File: src/rtl/button_debounce_sync.sv
// ---------------------------------------------------------------------------
// button_debounce_sync
//
// Conditions a raw, asynchronous, bouncing push-button line into a clean
// clk-synchronous level for the button-press event FSM. The raw line passes
// through a two-flop synchronizer. A four-state FSM then accepts a level
// change only after the synchronized sample has held the new value on
// STABLE_CYCLES+1 consecutive edges. A bounce during qualification sends the
// FSM back to the idle state for the current level.
//
// Parameters
//   STABLE_CYCLES  extra synchronized samples required to accept a change (>=1)
//   CNT_W          stability counter width; STABLE_CYCLES <= 2**CNT_W-1
//
// Ports
//   clk      in   single clock, all logic on posedge
//   rst_n    in   synchronous active-low reset
//   btn_raw  in   raw asynchronous button level, 1 = pressed
//   y        out  debounced synchronized level, 1 = pressed
//   rise     out  one-cycle strobe in the first cycle y is 1
//   fall     out  one-cycle strobe in the first cycle y is 0
//   busy     out  1 while a candidate change is being qualified
// ---------------------------------------------------------------------------
module button_debounce_sync #(
    parameter int STABLE_CYCLES = 4,
    parameter int CNT_W         = 8
) (
    input  logic clk,
    input  logic rst_n,
    input  logic btn_raw,
    output logic y,
    output logic rise,
    output logic fall,
    output logic busy
);

    typedef enum logic [1:0] {
        IDLE_LOW  = 2'd0,
        WAIT_HIGH = 2'd1,
        IDLE_HIGH = 2'd2,
        WAIT_LOW  = 2'd3
    } state_t;

    localparam logic [CNT_W-1:0] CNT_LAST = CNT_W'(STABLE_CYCLES);
    localparam logic [CNT_W-1:0] CNT_ONE  = CNT_W'(1);

    state_t           state;
    state_t           state_next;
    logic [CNT_W-1:0] cnt;
    logic [CNT_W-1:0] cnt_next;
    logic             sync1;
    logic             sync2;
    logic             btn_s;
    logic             y_next;
    logic             rise_next;
    logic             fall_next;
    logic             busy_next;

    assign btn_s = sync2;

    // Synchronizer, state register and registered outputs
    always_ff @(posedge clk) begin
        if (!rst_n) begin
            sync1 <= 1'b0;
            sync2 <= 1'b0;
            state <= IDLE_LOW;
            cnt   <= '0;
            y     <= 1'b0;
            rise  <= 1'b0;
            fall  <= 1'b0;
            busy  <= 1'b0;
        end else begin
            sync1 <= btn_raw;
            sync2 <= sync1;
            state <= state_next;
            cnt   <= cnt_next;
            y     <= y_next;
            rise  <= rise_next;
            fall  <= fall_next;
            busy  <= busy_next;
        end
    end

    // Next-state and next-output logic
    always_comb begin
        state_next = state;
        cnt_next   = cnt;
        y_next     = y;
        rise_next  = 1'b0;
        fall_next  = 1'b0;

        case (state)
            IDLE_LOW: begin
                if (btn_s) begin
                    state_next = WAIT_HIGH;
                    cnt_next   = CNT_ONE;
                end else begin
                    cnt_next   = '0;
                end
            end
            WAIT_HIGH: begin
                if (!btn_s) begin
                    // Glitch: drop the candidate silently.
                    state_next = IDLE_LOW;
                    cnt_next   = '0;
                end else if (cnt == CNT_LAST) begin
                    state_next = IDLE_HIGH;
                    y_next     = 1'b1;
                    rise_next  = 1'b1;
                    cnt_next   = '0;
                end else begin
                    cnt_next   = cnt + CNT_ONE;
                end
            end
            IDLE_HIGH: begin
                if (!btn_s) begin
                    state_next = WAIT_LOW;
                    cnt_next   = CNT_ONE;
                end
            end
            WAIT_LOW: begin
                if (btn_s) begin
                    state_next = IDLE_HIGH;
                    cnt_next   = '0;
                end else if (cnt == CNT_LAST) begin
                    state_next = IDLE_LOW;
                    y_next     = 1'b0;
                    fall_next  = 1'b1;
                    cnt_next   = '0;
                end else begin
                    cnt_next   = cnt + CNT_ONE;
                end
            end
            default: begin
                state_next = IDLE_LOW;
                cnt_next   = '0;
            end
        endcase

        // busy is registered with the state, so it follows the next state.
        busy_next = (state_next == WAIT_HIGH) || (state_next == WAIT_LOW);
    end

endmodule

File: config.mk
export PLATFORM = sky130hd
export DESIGN_NAME = button_debounce_sync
export DESIGN_NICKNAME = d
export VERILOG_FILES = /design/src/rtl/button_debounce_sync.sv
export SDC_FILE = /design/constraint.sdc
export NUM_CORES = 1
export LEC_CHECK = 0
export BUFFER_PORTS_ARGS = -buffer_cell sky130_fd_sc_hd__buf_2
export CORE_MARGIN = 5
export CORE_UTILIZATION = 28
export CTS_CLUSTER_DIAMETER = 100
export DETAILED_ROUTE_END_ITERATION = 10
export PLACE_DENSITY = 0.53
export SLEW_MARGIN = 15
export SYNTH_ARGS = -nofsm -noshare
export SYNTH_HDL_FRONTEND = slang
export SYNTH_SLANG_ARGS = --single-unit
File: constraint.sdc
create_clock -name clk -period 2 [get_ports clk]
set_input_delay 0.5 -clock clk [delete_from_list [all_inputs] [get_ports clk]]
set_output_delay 0.5 -clock clk [all_outputs]
set_load 0.005 [all_outputs]
* Word-level counts from Yosys, hierarchy flattened
Index checks and enable logic that the tools add are counted.
** Word-level totals
- Output and inout bits :: 4
- Flip-flop bits (word level) :: 16
** Operators by class
- Muxes and demuxes :: 19
- Reduce and logical (&&, ||, !) cells :: 6
- $add $sub $neg :: 1
- Equal/unequal tests :: 11
- Bitwise logic cells :: 2
** Operators by type and width (number)
- two-way mux 8 bit :: 4
- case mux 8 bit (4 select lines) :: 1
- two-way mux 2 bit :: 6
- inequality test 2 bit (second input constant) :: 5
- adder 8 x 1 -> 8 bit (second input constant) :: 1
- == test 8 x 3 -> 1 bit (second input constant) :: 1
- case mux 2 bit (4 select lines) :: 1
- == test 2 bit (second input constant) :: 3
- two-way mux 1 bit :: 6
- AND reduction 5 bit :: 1
- == test 2 x 1 -> 1 bit (second input constant) :: 2
- AND reduction 3 bit :: 1
- OR reduction 3 bit :: 1
- zero test 2 bit :: 1
- inverter 1 bit :: 2
- case mux 1 bit (2 select lines) :: 1
- nonzero test 2 bit :: 1
- logical OR 1 bit :: 1

* Depth between registers and ports, before layout
- Word-level depth :: 6
- Mapped depth :: 6
- Depth with buffers taken out :: 6

* Worst setup path after synthesis
OpenSTA, ideal clock, no wires.
- Path type :: register to register
- Start :: register cnt[0]
- End :: register cnt[3]
- Data required time :: 1.878 ns
- Arrival :: 1.394 ns
- Setup slack :: 0.485 ns
- Library setup time :: 0.122 ns
- Stages on the path, launching flop included :: 7
- Cell sequence :: dfxtp_1 > inv_1 > ha_1 > nand4bb_4 > nor4_4 > nor2_1 > a221o_1
** Between the ends
- Word-level cells in the longest chain between the ends :: 4
** Ends and longest elaborated chain
- from (decl) :: line 49 : logic [CNT_W-1:0] cnt;
- from (signal assigned) :: line 76 : cnt <= cnt_next;
- adder 8 x 1 -> 8 bit / == test 8 x 3 -> 1 bit (equally long branches)
- two-way mux 8 bit (*) :: line 106, 125
- two-way mux 8 bit, on equally long branches :: line 122, 102
- case mux 8 bit (4 select lines) (*) :: line 92 : case (state)
Mark *: on every way between the ends. The rest lies on a longest branch, timed or not.
A chain may end at the register's enable or synchronous reset.

* Worst setup path after layout
Same ends and word-level chain as after synthesis.

==> out/results.tsv <==
metric	value	unit
path_delay_family	simple AND/OR/NAND/NOR gates	
fin_hold_ws	0.4159	ns
multiInputGateArea	475.5	sq um
ctsHtreeMaxLevel	1	
hold_viol	0	
ctsResizeCount	0	
syn-cell-area	842.1	sq um
fin_crit_sh	83.69	%
cts_hold_buf	0	
cp_cell_sequence	inv_1 > ha_1 > nand4bb_4 > nor4_4 > nor2_1 > a221o_1	
crit_buf_inv	1	
wl_per_cell	12.36	microns
layout-drive-gt1-share	25.00	%
start_util	28.28	%
synth_area_leader_cell	dfxtp_1	
diodes	0	
crit_slowest_cell	dfxtp_1	
die_area	0.004204	sq mm
overflow	0	
synth_cells	82	
end_kind	flop	
worstSetupPathType	reg2reg	
synthArstFlopShare	0	%
final.fill_count	313	
max_stage_delay	0.35	ns
syn-mean-instance-area	10.27	sq um
finalMaxSlewViolations	0	
die_x	64.84	microns
ant_nets	0	
antenna_found_initial	0	
synth_edf_count	0	
clk_path_buf_depth	2	
synth_ff_type	dfxtp_1	
ys_ff_latch	16	
seq_area	320.3	sq um
synthTopCellsByArea	dfxtp_1 (38%), nor4_4 (5.1%), and2_1 (3.7%)	
dp_hpwl	1.106	mm
place.gp.congestion	0.8603	
fmax	597.4	MHz
yosysTopAreaCellShare	38.04	%
die_h	64.84	microns
setup_violations	0	
final.setup.tns	0	ns
outcome	complete, no violations	
final_cell_mix	dfxtp_1 (16), buf_2 (6), and2_1 (5)	
clkSinkCount	16	
nets	94	
seq_area_frac_synth	38.04	%
cts_setup_buffers	0	
ios	7	
cp-start-kind	flop	
grt_setup_unrepaired	false	
power_density	613.7	mW/mm^2
cp_max_fo	8	
p_leak	0.0003415	uW
required	2.18	ns
skew	0.004544	ns
cts_inserted_buffers	3	
hp-class	in2reg	
maxCapViolations	0	
syn-num-nets	87	
synth_cell_type_count	38	
clk_latency	0.28	ns
vias	594	
relSlewSlack	71.02	%
layout_commonest_cell	dfxtp_1	
num_rows	20	
ys.warnings.count	0	
core_area	0.002978	sq mm
firstDrtPassIters	4	
drt_iter0_markers	28	
cts_tree	built	
grt_pass1_vias	571	
cts-root-buf	clkbuf_4	
port_buffers	6	
grt_max_degree	15	
areaGrowthSynthToFinish	9.064	%
totalWireLength	1.496	mm
period_needed	1.674	ns
route.detailed.drc	0	
grt_pass1_wl	2.601	mm
worstMarginPinSlew	0.4315	ns
grt_usage	8.041	%
ir_worst_vdd	0.0001646	V
arrival	1.86	ns
path_clk_slew	0.10	ns
vias_per_cell	4.909	
==> per-layer routing <==
metal / up-vias / global-route usage, % / part of all wire [%]
li1: 313 / - / -
met1: 266 / 10.53 / 52
met2: 13 / 11.75 / 43
met3: 2 / 1.560 / 3.4
met4: 0 / 5.541 / 1.7
met5: - / 0 / 0
==> synth_stat cells, types with 3 or more instances <==
master and n:
nor3b_1 3, dfxtp_1 16, inv_1 4, nor2_1 4, and2_1 5, and3_2 3, nand2_1 4, nand3_1 4
==> sequential cells by signal (all words and copies together), names as in the netlist <==
name,cells
btn_s,1
busy,1
y,1
fall,1
rise,1
cnt,8
sync1,1
state,2
==> report_power, final <==
part           total [uW]  internal [uW]  switching (uW)  leakage (uW)
Sequential            330            324            6.03      0.000130
Combinational        19.4           9.24            10.1      0.000191
Clock                 214            111             104     0.0000210
Total                 564            444             120      0.000341
==> metrics by stage <==
stage                     std cells  worst slack [ns]  power, uW  instance area [sq um]  utilization (%)
after floorplan                  82            0.4845      350.6                  842.1                -
after global placement          117            0.3641      356.2                  882.1            29.62
after detailed placement        117            0.3065      356.8                  882.1            29.62
after CTS                       121            0.3071      575.5                  918.4            30.84
after global routing            121            0.1544      594.9                  918.4            30.84
final                           121            0.3261      563.7                  918.4            30.84
==> worst paths after layout <==
path	endpoint	slack, ns	from	cells after the start
worst max register to register	cnt[3]$_SDFFE_PN0P_	0.33	cnt[0]$_SDFFE_PN0P_	6
worst min register to register	btn_s$_SDFF_PN0_	0.44	sync1$_SDFF_PN0_	1
worst min-delay path	sync1$_SDFF_PN0_	0.42	btn_raw	2
worst max-delay path	cnt[3]$_SDFFE_PN0P_	0.33	cnt[0]$_SDFFE_PN0P_	6
==> cells by family after synthesis <==
group | count (synthesis) | synth area share [%]
simple gates | 38 | 33.58
flops | 16 | 38.04
xor+xnor | 1 | 3.269
compound gates | 15 | 14.27
mux | 2 | 2.378
fa+ha+maj | 2 | 2.971
buf+inv | 8 | 5.496
==> area by class of cell <==
| class | instances | share of cell area, % |
|---|---|---|
| Clock buffer | 4 | 3.951 |
| Inverter | 4 | 1.635 |
| Multi-Input combinational cell | 58 | 51.77 |
| Sequential cell | 16 | 34.88 |
| Tap cell | 33 | 4.496 |
| Timing Repair Buffer | 6 | 3.270 |
Power figures use the tool's default switching activity.
